--- src/rtl/cordic_pkg.sv ---
// Shared types and arctan constants for the CORDIC vectoring engine.
// The table is stored at 24-bit angle resolution and rounded down to WIDTH.
package cordic_pkg;

    typedef enum logic [1:0] {IDLE, ITER, DONE} state_t;

    // round(atan(2^-i) / 2pi * 2^24)
    localparam logic [23:0] ATAN24 [0:15] = '{
        24'h200000, 24'h12E405, 24'h09FB38, 24'h051112,
        24'h028B0D, 24'h0145D8, 24'h00A2F6, 24'h00517C,
        24'h0028BE, 24'h00145F, 24'h000A30, 24'h000518,
        24'h00028C, 24'h000146, 24'h0000A3, 24'h000051
    };

    function automatic logic [23:0] atan_lut(input logic [3:0] i, input int width);
        logic [24:0] v;
        int          sh;
        sh = 24 - width;
        v  = {1'b0, ATAN24[i]};
        if (sh > 0) v = (v + (25'd1 << (sh - 1))) >> sh;
        return v[23:0];
    endfunction

endpackage

--- src/rtl/cordic_atan_rom.sv ---
// Combinational arctan lookup for the current micro-rotation index.
module cordic_atan_rom
    import cordic_pkg::*;
#(
    parameter int WIDTH = 12
) (
    input  logic [3:0]       iter,
    output logic [WIDTH-1:0] atan_i
);

    logic [23:0] full;

    always_comb begin
        full   = atan_lut(iter, WIDTH);
        atan_i = full[WIDTH-1:0];
    end

endmodule

--- src/rtl/cordic_vec.sv ---
// Iterative CORDIC vectoring engine: atan2(sin, cos) and scaled magnitude,
// one micro-rotation per cycle after a quadrant pre-rotation on load.
module cordic_vec
    import cordic_pkg::*;
#(
    parameter int WIDTH = 12,
    parameter int ITERS = 11
) (
    input  logic             clk,
    input  logic             rst_n,
    input  logic             abort,
    input  logic             start_valid,
    output logic             start_ready,
    input  logic [WIDTH-1:0] sin_in,
    input  logic [WIDTH-1:0] cos_in,
    output logic             res_valid,
    input  logic             res_ready,
    output logic [WIDTH-1:0] angle,
    output logic [WIDTH-1:0] mag,
    output logic             busy
);

    localparam int XW = WIDTH + 2;
    localparam logic [WIDTH-1:0]     QUARTER = WIDTH'(1 << (WIDTH - 2));
    localparam logic signed [XW-1:0] MAG_MAX = XW'((1 << (WIDTH - 1)) - 1);

    state_t                  state_q, state_d;
    logic signed [XW-1:0]    x_q, x_d, y_q, y_d;
    logic [WIDTH-1:0]        z_q, z_d;
    logic [3:0]              iter_q, iter_d;
    logic [WIDTH-1:0]        angle_q, angle_d, mag_q, mag_d;

    logic [WIDTH-1:0]        atan_i;
    logic signed [XW-1:0]    cos_x, sin_x, x_sh, y_sh, x_rot, y_rot, x_half;
    logic [WIDTH-1:0]        z_rot, mag_sat;
    logic                    last_iter;

    cordic_atan_rom #(.WIDTH(WIDTH)) u_atan (
        .iter   (iter_q),
        .atan_i (atan_i)
    );

    always_comb begin
        cos_x = {{2{cos_in[WIDTH-1]}}, cos_in};
        sin_x = {{2{sin_in[WIDTH-1]}}, sin_in};
        x_sh  = x_q >>> iter_q;
        y_sh  = y_q >>> iter_q;
        if (!y_q[XW-1]) begin
            x_rot = x_q + y_sh;
            y_rot = y_q - x_sh;
            z_rot = z_q + atan_i;
        end else begin
            x_rot = x_q - y_sh;
            y_rot = y_q + x_sh;
            z_rot = z_q - atan_i;
        end
        // Magnitude comes from the final rotation, so it is ready on the DONE edge.
        x_half = x_rot >>> 1;
        if (x_rot[XW-1])           mag_sat = '0;
        else if (x_half > MAG_MAX) mag_sat = MAG_MAX[WIDTH-1:0];
        else                       mag_sat = x_half[WIDTH-1:0];
        last_iter = (iter_q == 4'(ITERS - 1));
    end

    always_comb begin
        state_d = state_q;
        x_d     = x_q;
        y_d     = y_q;
        z_d     = z_q;
        iter_d  = iter_q;
        angle_d = angle_q;
        mag_d   = mag_q;
        if (abort) begin
            state_d = IDLE;
        end else begin
            case (state_q)
                IDLE: if (start_valid) begin
                    state_d = ITER;
                    iter_d  = '0;
                    if (!cos_in[WIDTH-1]) begin
                        x_d = cos_x;  y_d = sin_x;  z_d = '0;
                    end else if (!sin_in[WIDTH-1]) begin
                        x_d = sin_x;  y_d = -cos_x; z_d = QUARTER;
                    end else begin
                        x_d = -sin_x; y_d = cos_x;  z_d = -QUARTER;
                    end
                end
                ITER: begin
                    x_d    = x_rot;
                    y_d    = y_rot;
                    z_d    = z_rot;
                    iter_d = iter_q + 4'd1;
                    if (last_iter) begin
                        state_d = DONE;
                        angle_d = z_rot;
                        mag_d   = mag_sat;
                    end
                end
                DONE: if (res_ready) state_d = IDLE;
                default: state_d = IDLE;
            endcase
        end
    end

    always_ff @(posedge clk or negedge rst_n) begin
        if (!rst_n) begin
            state_q <= IDLE;
            x_q     <= '0;
            y_q     <= '0;
            z_q     <= '0;
            iter_q  <= '0;
            angle_q <= '0;
            mag_q   <= '0;
        end else begin
            state_q <= state_d;
            x_q     <= x_d;
            y_q     <= y_d;
            z_q     <= z_d;
            iter_q  <= iter_d;
            angle_q <= angle_d;
            mag_q   <= mag_d;
        end
    end

    assign start_ready = (state_q == IDLE);
    assign busy        = (state_q == ITER);
    assign res_valid   = (state_q == DONE);
    assign angle       = angle_q;
    assign mag         = mag_q;

endmodule

--- config.mk ---
export PLATFORM = sky130hd
export DESIGN_NAME = cordic_vec
export DESIGN_NICKNAME = d
export VERILOG_FILES = /design/src/rtl/cordic_pkg.sv /design/src/rtl/cordic_atan_rom.sv /design/src/rtl/cordic_vec.sv
export SDC_FILE = /design/constraint.sdc
export NUM_CORES = 1
export LEC_CHECK = 0
export CAP_MARGIN = 10
export CORE_ASPECT_RATIO = 1.2
export CORE_MARGIN = 3
export CORE_UTILIZATION = 35
export DETAILED_ROUTE_END_ITERATION = 12
export SYNTH_ARGS = -nofsm -noshare
export SYNTH_HDL_FRONTEND = slang
export SYNTH_SLANG_ARGS = --single-unit
--- constraint.sdc ---
create_clock -name clk -period 6.85 [get_ports clk]
set_clock_uncertainty 0.2 [all_clocks]
set_input_delay 1.37 -clock clk [delete_from_list [all_inputs] [get_ports clk]]
set_output_delay 1.37 -clock clk [all_outputs]
set_load 0.005 [all_outputs]
==> results of run 1 <==
==> final cells by class <==
cell class                      instances  area share, %
Tap cell                              270           3.88
Clock inverter                          7           1.22
Timing Repair Buffer                   68           7.41
Clock buffer                            9           2.58
Inverter                               36           1.55
Sequential cell                        70           20.1
Multi-Input combinational cell        762           63.3
==> power groups by stage <==
stage               clock network (mW)  logic, mW  registers [mW]
floorplan                            0       2.96           0.624
global placement                     0       3.62           0.749
detailed placement                   0       3.63           0.753
CTS                              0.549       3.65           0.747
global route                     0.565       4.08           0.766
finish                           0.537       3.66           0.754
==> cell usage after synthesis, types with 24 or more instances <==
master | instances | area share (%)
nand2_1 | 102 | 5.0
nor2_1 | 94 | 4.6
dfrtp_1 | 70 | 23
a21oi_1 | 66 | 4.3
o21ai_0 | 63 | 4.1
ha_1 | 48 | 7.9
clkbuf_1 | 42 | 2.1
xnor2_1 | 41 | 4.7
inv_1 | 34 | 1.7
xor2_1 | 32 | 3.7
nor3_1 | 27 | 1.8
mux4_2 | 24 | 7.1
==> state kept, by name, summed over array words and instances (netlist names) <==
signal   flops
state_q      2
angle       12
z_q         12
x_q         14
y_q         14
mag         12
iter_q       4
==> critical path: cells and delay by family, from the launching register on <==
kind                       cells  cell delay [ns]
AOI/OAI and AO/OA              7             1.67
xor gates and xnor gates       1             0.46
adders and majority gates      1             0.35
DFF                            1             0.72
muxes                          2             1.29
and+or+nand+nor                4             0.73
==> stage by stage <==
step / hold WS [ns] / total power [mW] / setup WS (ns) / std cells
2_1_floorplan: 0.250 / 3.58 / 1.79 / 926
3_3_place_gp: 0.263 / 4.36 / 1.53 / 1206
3_5_place_dp: 0.268 / 4.38 / 1.39 / 1206
4_1_cts: 0.282 / 4.94 / 1.39 / 1222
5_1_grt: 0.301 / 5.41 / 0.938 / 1222
6_report: 0.276 / 4.95 / 1.33 / 1222
==> kinds of logic after synthesis <==
kind of cell | Yosys count | synth area share, %
AO/OA/AOI/OAI | 264 | 22.8
XOR/XNOR | 76 | 9.28
adder cells (fa/ha/maj) | 51 | 8.66
buffers and inverters | 94 | 4.97
flip-flops | 70 | 23.0
multiplexers | 59 | 12.1
AND/OR/NAND/NOR | 312 | 19.2
==> layer usage <==
metal / track usage, % / part of all wire (%) / vias to the layer above
met5: 0 / 0 / -
met4: 7.67 / 3.3 / 0
met3: 2.80 / 5.4 / 49
met2: 30.8 / 47 / 250
met1: 25.0 / 44 / 3324
li1: - / - / 3428
==> path summary, 6_finish.rpt <==
kind | startpoint | slack [ns] | end | cells past startpoint
hold reg to reg | angle[5]$_DFFE_PN0P_ | 0.28 | angle[5]$_DFFE_PN0P_ | 2
min in group asynchronous | rst_n | 0.97 | angle[7]$_DFFE_PN0P_ | 1
setup reg to reg | iter_q[0]$_DFFE_PN0P_ | 1.33 | mag[2]$_DFFE_PN0P_ | 15
max in group asynchronous | rst_n | 4.83 | iter_q[0]$_DFFE_PN0P_ | 1
hold / removal | angle[5]$_DFFE_PN0P_ | 0.28 | angle[5]$_DFFE_PN0P_ | 2
setup / recovery | iter_q[0]$_DFFE_PN0P_ | 1.33 | mag[2]$_DFFE_PN0P_ | 15
==> impl_metrics.tcl, run 1 <==
set metrics [dict create \
    setup_tns_ns 0 \
    hold_class "reg -> reg" \
    drive_gt1_share_pct 9.77 \
    pwr_density_cell_mw_per_mm2 568 \
    multiInputGateArea_mm2 0.00551 \
    io_pins 56 \
    place_area_mm2 0.00839 \
    grt_max_degree 71 \
    grt_pass1_vias 6604 \
    clkPwrFrac_pct 10.8 \
    async_flop_share_pct 100 \
    dieWidth_um 141 \
    start_kind "flop" \
    cp_slowest_stage_delay_ns 0.72 \
    post-route-util_pct 41.1 \
    finalNetCount 1027 \
    p_comb_share_pct 74.0 \
    synth_seq_cells 70 \
    antenna_found_initial 0 \
    wire_per_inst_um 18.3 \
    cts_buffers 9 \
    htree_levels 3 \
    dpl.hpwl_mm 16.8 \
    vias_per_cell 5.77 \
    synth_cell_types 73 \
    dr.pass1.iters 5 \
    grt_pass1_wl_mm 35.9 \
    initial_core_util_pct 36.0 \
    cts-root-buf "clkbuf_16" \
    ctsLongestPathBuffers 2 \
    path_clk_slew_ns 0.06 \
    seqPwrFrac_pct 15.2 \
    drc_errors 0 \
    critPathKind "reg -> reg" \
    p_int_mw 2.48 \
    syn_area_mm2 0.00763 \
    synthFlopType "dfrtp_1" \
    syn_inst 926 \
    insertion_delay_ns 0.36 \
    final_common_cell "nand2_1" \
    final_cell_mix "nand2_1 (102), nor2_1 (93), dfrtp_1 (69)" \
    synthToLayoutAreaGrowth_pct 14.2 \
    fin_area_mm2 0.00872 \
    crit_path_end_kind "flop" \
    status "complete, no violations" \
    grt_overflow_total 0 \
    arrival_ns 5.58 \
    rsz0062_at_grt "no" \
    finalCritPeriodShare_pct 80.6 \
    cts-resized-gates 0 \
    finalHoldViolCount 0 \
    setup_viol 0 \
    hold_buffers 0 \
    p_leak_nw 3.67 \
    regArea_mm2 0.00175 \
    fmax_ghz 0.181 \
    synth_edf_count 0 \
    ys_warn_count 0 \
    cp_slowest_cell "dfrtp_2" \
    core-area_mm2 0.0212 \
    max-vdd-ir-drop_v 0.000237 \
    numPortBuffers 55 \
    grt_usage_pct 18.9 \
    drt_iter0_drc 480 \
    cp.required_ns 6.91 \
    slew_headroom_pct 18.9 \
    synth_area_per_cell_um2 8.24 \
    diodes 0 \
    path_cells "mux4_1 -> mux4_2 -> nor4_4 -> nand3_1 -> o41ai_1 -> o31ai_1 -> ha_1 -> a21o_1 -> a21o_1 -> nand2_1 -> o21ai_0 -> a211oi_1 -> or2_2 -> xnor3_1 -> a211oi_1" \
    numClockSinks 70 \
    cts_tree "yes" \
    cp_max_fo 23 \
    std_cell_rows 58 \
    fill_cells 2183 \
    antenna_left 0 \
    ys_seq_area_share_pct 23.0 \
    power.net_switching_mw 2.47 \
    fp.dieH_um 168 \
    slew_viol_final 0 \
    postCtsSetupRepairBufs 0 \
    gp_congestion 0.912 \
    syn_nets 1006 \
    switching_share_pct 50.0 \
    max_cap_violations 0 \
    tightest_slew_ns 1.20 \
    via_count 7051 \
    die-area_mm2 0.0236 \
    wl_mm 22.3 \
    period_needed_ns 5.52 \
]
Note: power is estimated with default switching activity, not from simulation.
==> run 2, diff against run 1 <==
clock period = 4.6 ns   (was 6.85 ns; I/O delays follow)
==> impl_metrics.tcl, run 2 (synthesized netlist as in run 1, its figures left out) <==
set metrics [dict create \
    status "finished with violations" \
    violations "setup timing" \
    grt.busiest_layer "met2" \
    grt_overflow_total 0 \
    dpl.hpwl_mm 18.7 \
    dp_worst_setup_slack_ns -0.305 \
    via_count 7687 \
    switching_share_pct 46.1 \
    cp_slowest_cell "mux4_2" \
    critPathTopFamily "compound AO/OA/AOI/OAI gates" \
    clkPwrFrac_pct 7.6 \
    p_leak_nw 4.49 \
    finalCritPeriodShare_pct 103 \
    period_needed_ns 4.74 \
    path_cells "buf_6 -> mux4_2 -> mux4_2 -> nor4_4 -> o211ai_1 -> buf_4 -> xor2_1 -> o22ai_1 -> ha_2 -> a21o_1 -> a21o_1 -> buf_6 -> nand2_4 -> o21ai_4 -> a211oi_2 -> or2_4 -> xnor3_2 -> buf_6 -> a211oi_2" \
    dieWidth_um 141 \
    whs_ns 0.271 \
    hold_class "reg -> reg" \
    fmax_ghz 0.211 \
    cp_max_fo 8 \
    arrival_ns 4.81 \
    cp_slowest_stage_delay_ns 0.53 \
    htree_levels 3 \
    pwr_density_cell_mw_per_mm2 941 \
    reg2reg_to "mag[2]$_DFFE_PN0P_" \
    numPortBuffers 55 \
    wl_mm 24.9 \
    tightest_slew_ns 0.877 \
    die-area_mm2 0.0236 \
    p_comb_share_pct 82.0 \
    grt_usage_pct 20.9 \
    fill_cells 2067 \
    rsz0062_at_grt "yes" \
    initial_core_util_pct 36.0 \
    cp.depth 19 \
    drt_iter0_drc 435 \
    cts_buffers 9 \
    io_pins 56 \
    start_kind "flop" \
    max_cap_violations 0 \
    setup_viol 13 \
    rr_startpoint "iter_q[0]$_DFFE_PN0P_" \
    hold_start "angle[5]$_DFFE_PN0P_" \
    grt_max_degree 69 \
    max-vdd-ir-drop_v 0.000467 \
    wire_per_inst_um 18.1 \
    drive_gt1_share_pct 27.3 \
    grt_pass1_vias 7411 \
    globalRouteMet2Util_pct 35.4 \
    r2r_cells 19 \
    finalHoldViolCount 0 \
    cp.required_ns 4.67 \
    cts_tree "yes" \
    p_total_mw 9.64 \
    cts-root-buf "clkbuf_16" \
    grt_pass1_wl_mm 39.5 \
    crit_start "iter_q[0]$_DFFE_PN0P_" \
    path_common_cell "buf_6" \
    slew_headroom_pct 41.3 \
    seqPwrFrac_pct 10.4 \
    crit_path_end_kind "flop" \
    core-area_mm2 0.0212 \
    drc_errors 0 \
    antenna_left 0 \
    multiInputGateArea_mm2 0.00582 \
    grtUsageMet3_pct 3.43 \
    setup_tns_ns -1.11 \
    fp.dieH_um 168 \
    gp_congestion 0.920 \
    ctsLongestPathBuffers 2 \
    finalNetCount 1182 \
    p_int_mw 5.19 \
    insertion_delay_ns 0.36 \
    endpoint "mag[2]$_DFFE_PN0P_" \
    layout_setup_ws_ns -0.143 \
    antenna_found_initial 0 \
    rrSetupSlack_ns -0.14 \
    power.net_switching_mw 4.45 \
    numClockSinks 70 \
    top_regs "x_q (14), y_q (14)" \
    post-route-util_pct 48.4 \
    final_common_cell "buf_4" \
    dr.pass1.iters 5 \
    regArea_mm2 0.00175 \
    std_cell_rows 58 \
    grt_util_met1_pct 27.2 \
    final_cell_mix "buf_4 (156), nand2_1 (101), nor2_1 (90)" \
    path_clk_slew_ns 0.06 \
    diodes 0 \
    synthToLayoutAreaGrowth_pct 34.3 \
    critPathKind "reg -> reg" \
    path_buf_inv 4 \
    slew_viol_final 0 \
    vias_per_cell 5.59 \
]
[run 2: cell types whose count changed in the layout (fill, tap and decap cells not counted), moves of 8 or more]
cell,before,now
buf_4,14,156
o21ai_0,63,49
a21oi_1,66,56
a21oi_2,0,10
buf_6,0,8
o21ai_1,2,10
[run 2: cell type report]
class	count	area share, %
clock buffers	10	2.33
clock inverters	5	0.574
inverters	36	1.32
multi-input cells	762	56.8
flip-flops and latches	70	17.1
well taps	270	3.30
repair buffers	223	18.6
[run 2: power groups by stage]
stage | combinational (mW) | clock [mW] | sequential (mW)
after floorplan | 4.48 | 0 | 0.929
after global placement | 6.85 | 0 | 1.00
after detailed placement | 6.90 | 0 | 1.01
after CTS | 7.23 | 0.753 | 0.992
after global routing | 8.62 | 0.779 | 1.02
final | 7.91 | 0.730 | 1.00
[run 2: through the flow]
step                      instance area, µm²  instances
after floorplan                         7690        926
after global placement                  9440       1333
after detailed placement                9440       1333
after CTS                               9920       1360
after global routing                   10200       1376
final                                  10200       1376
[run 2: worst register-to-register path: stages (launching register included)]
cell      delay (ns)
dfrtp_2         0.46
buf_6           0.12
mux4_2          0.49
mux4_2          0.53
nor4_4          0.30
o211ai_1        0.23
buf_4           0.19
xor2_1          0.16
o22ai_1         0.10
ha_2            0.20
a21o_1          0.19
a21o_1          0.19
buf_6           0.13
nand2_4         0.07
o21ai_4         0.06
a211oi_2        0.24
or2_4           0.16
xnor3_2         0.28
buf_6           0.16
a211oi_2        0.20
[run 2: metal layers]
layer / vias to the layer above / wire length (µm)
met5: - / 0
met4: 0 / 640
met3: 45 / 1310
met2: 232 / 12400
met1: 3697 / 10500
li1: 3713 / -
[run 2: timing repair]
action                                  4_1_cts  5_1_grt
endpoints found under the setup margin       26       30
hold buffers                                  0        0
hold endpoints to repair                      0        0
buffers inserted                             11       15
pin swaps                                    25       34
gates cloned                                  1        1
gates resized for setup                      26       51
[run 2: how the worst min path moves through the flow]
stage / to / cells past startpoint
global route: angle[3]$_DFFE_PN0P_ / 2
detailed placement: angle[5]$_DFFE_PN0P_ / 2
global placement: angle[5]$_DFFE_PN0P_ / 2
CTS: angle[5]$_DFFE_PN0P_ / 2
floorplan: z_q[0]$_DFFE_PN0P_ / 2
finish: angle[5]$_DFFE_PN0P_ / 2
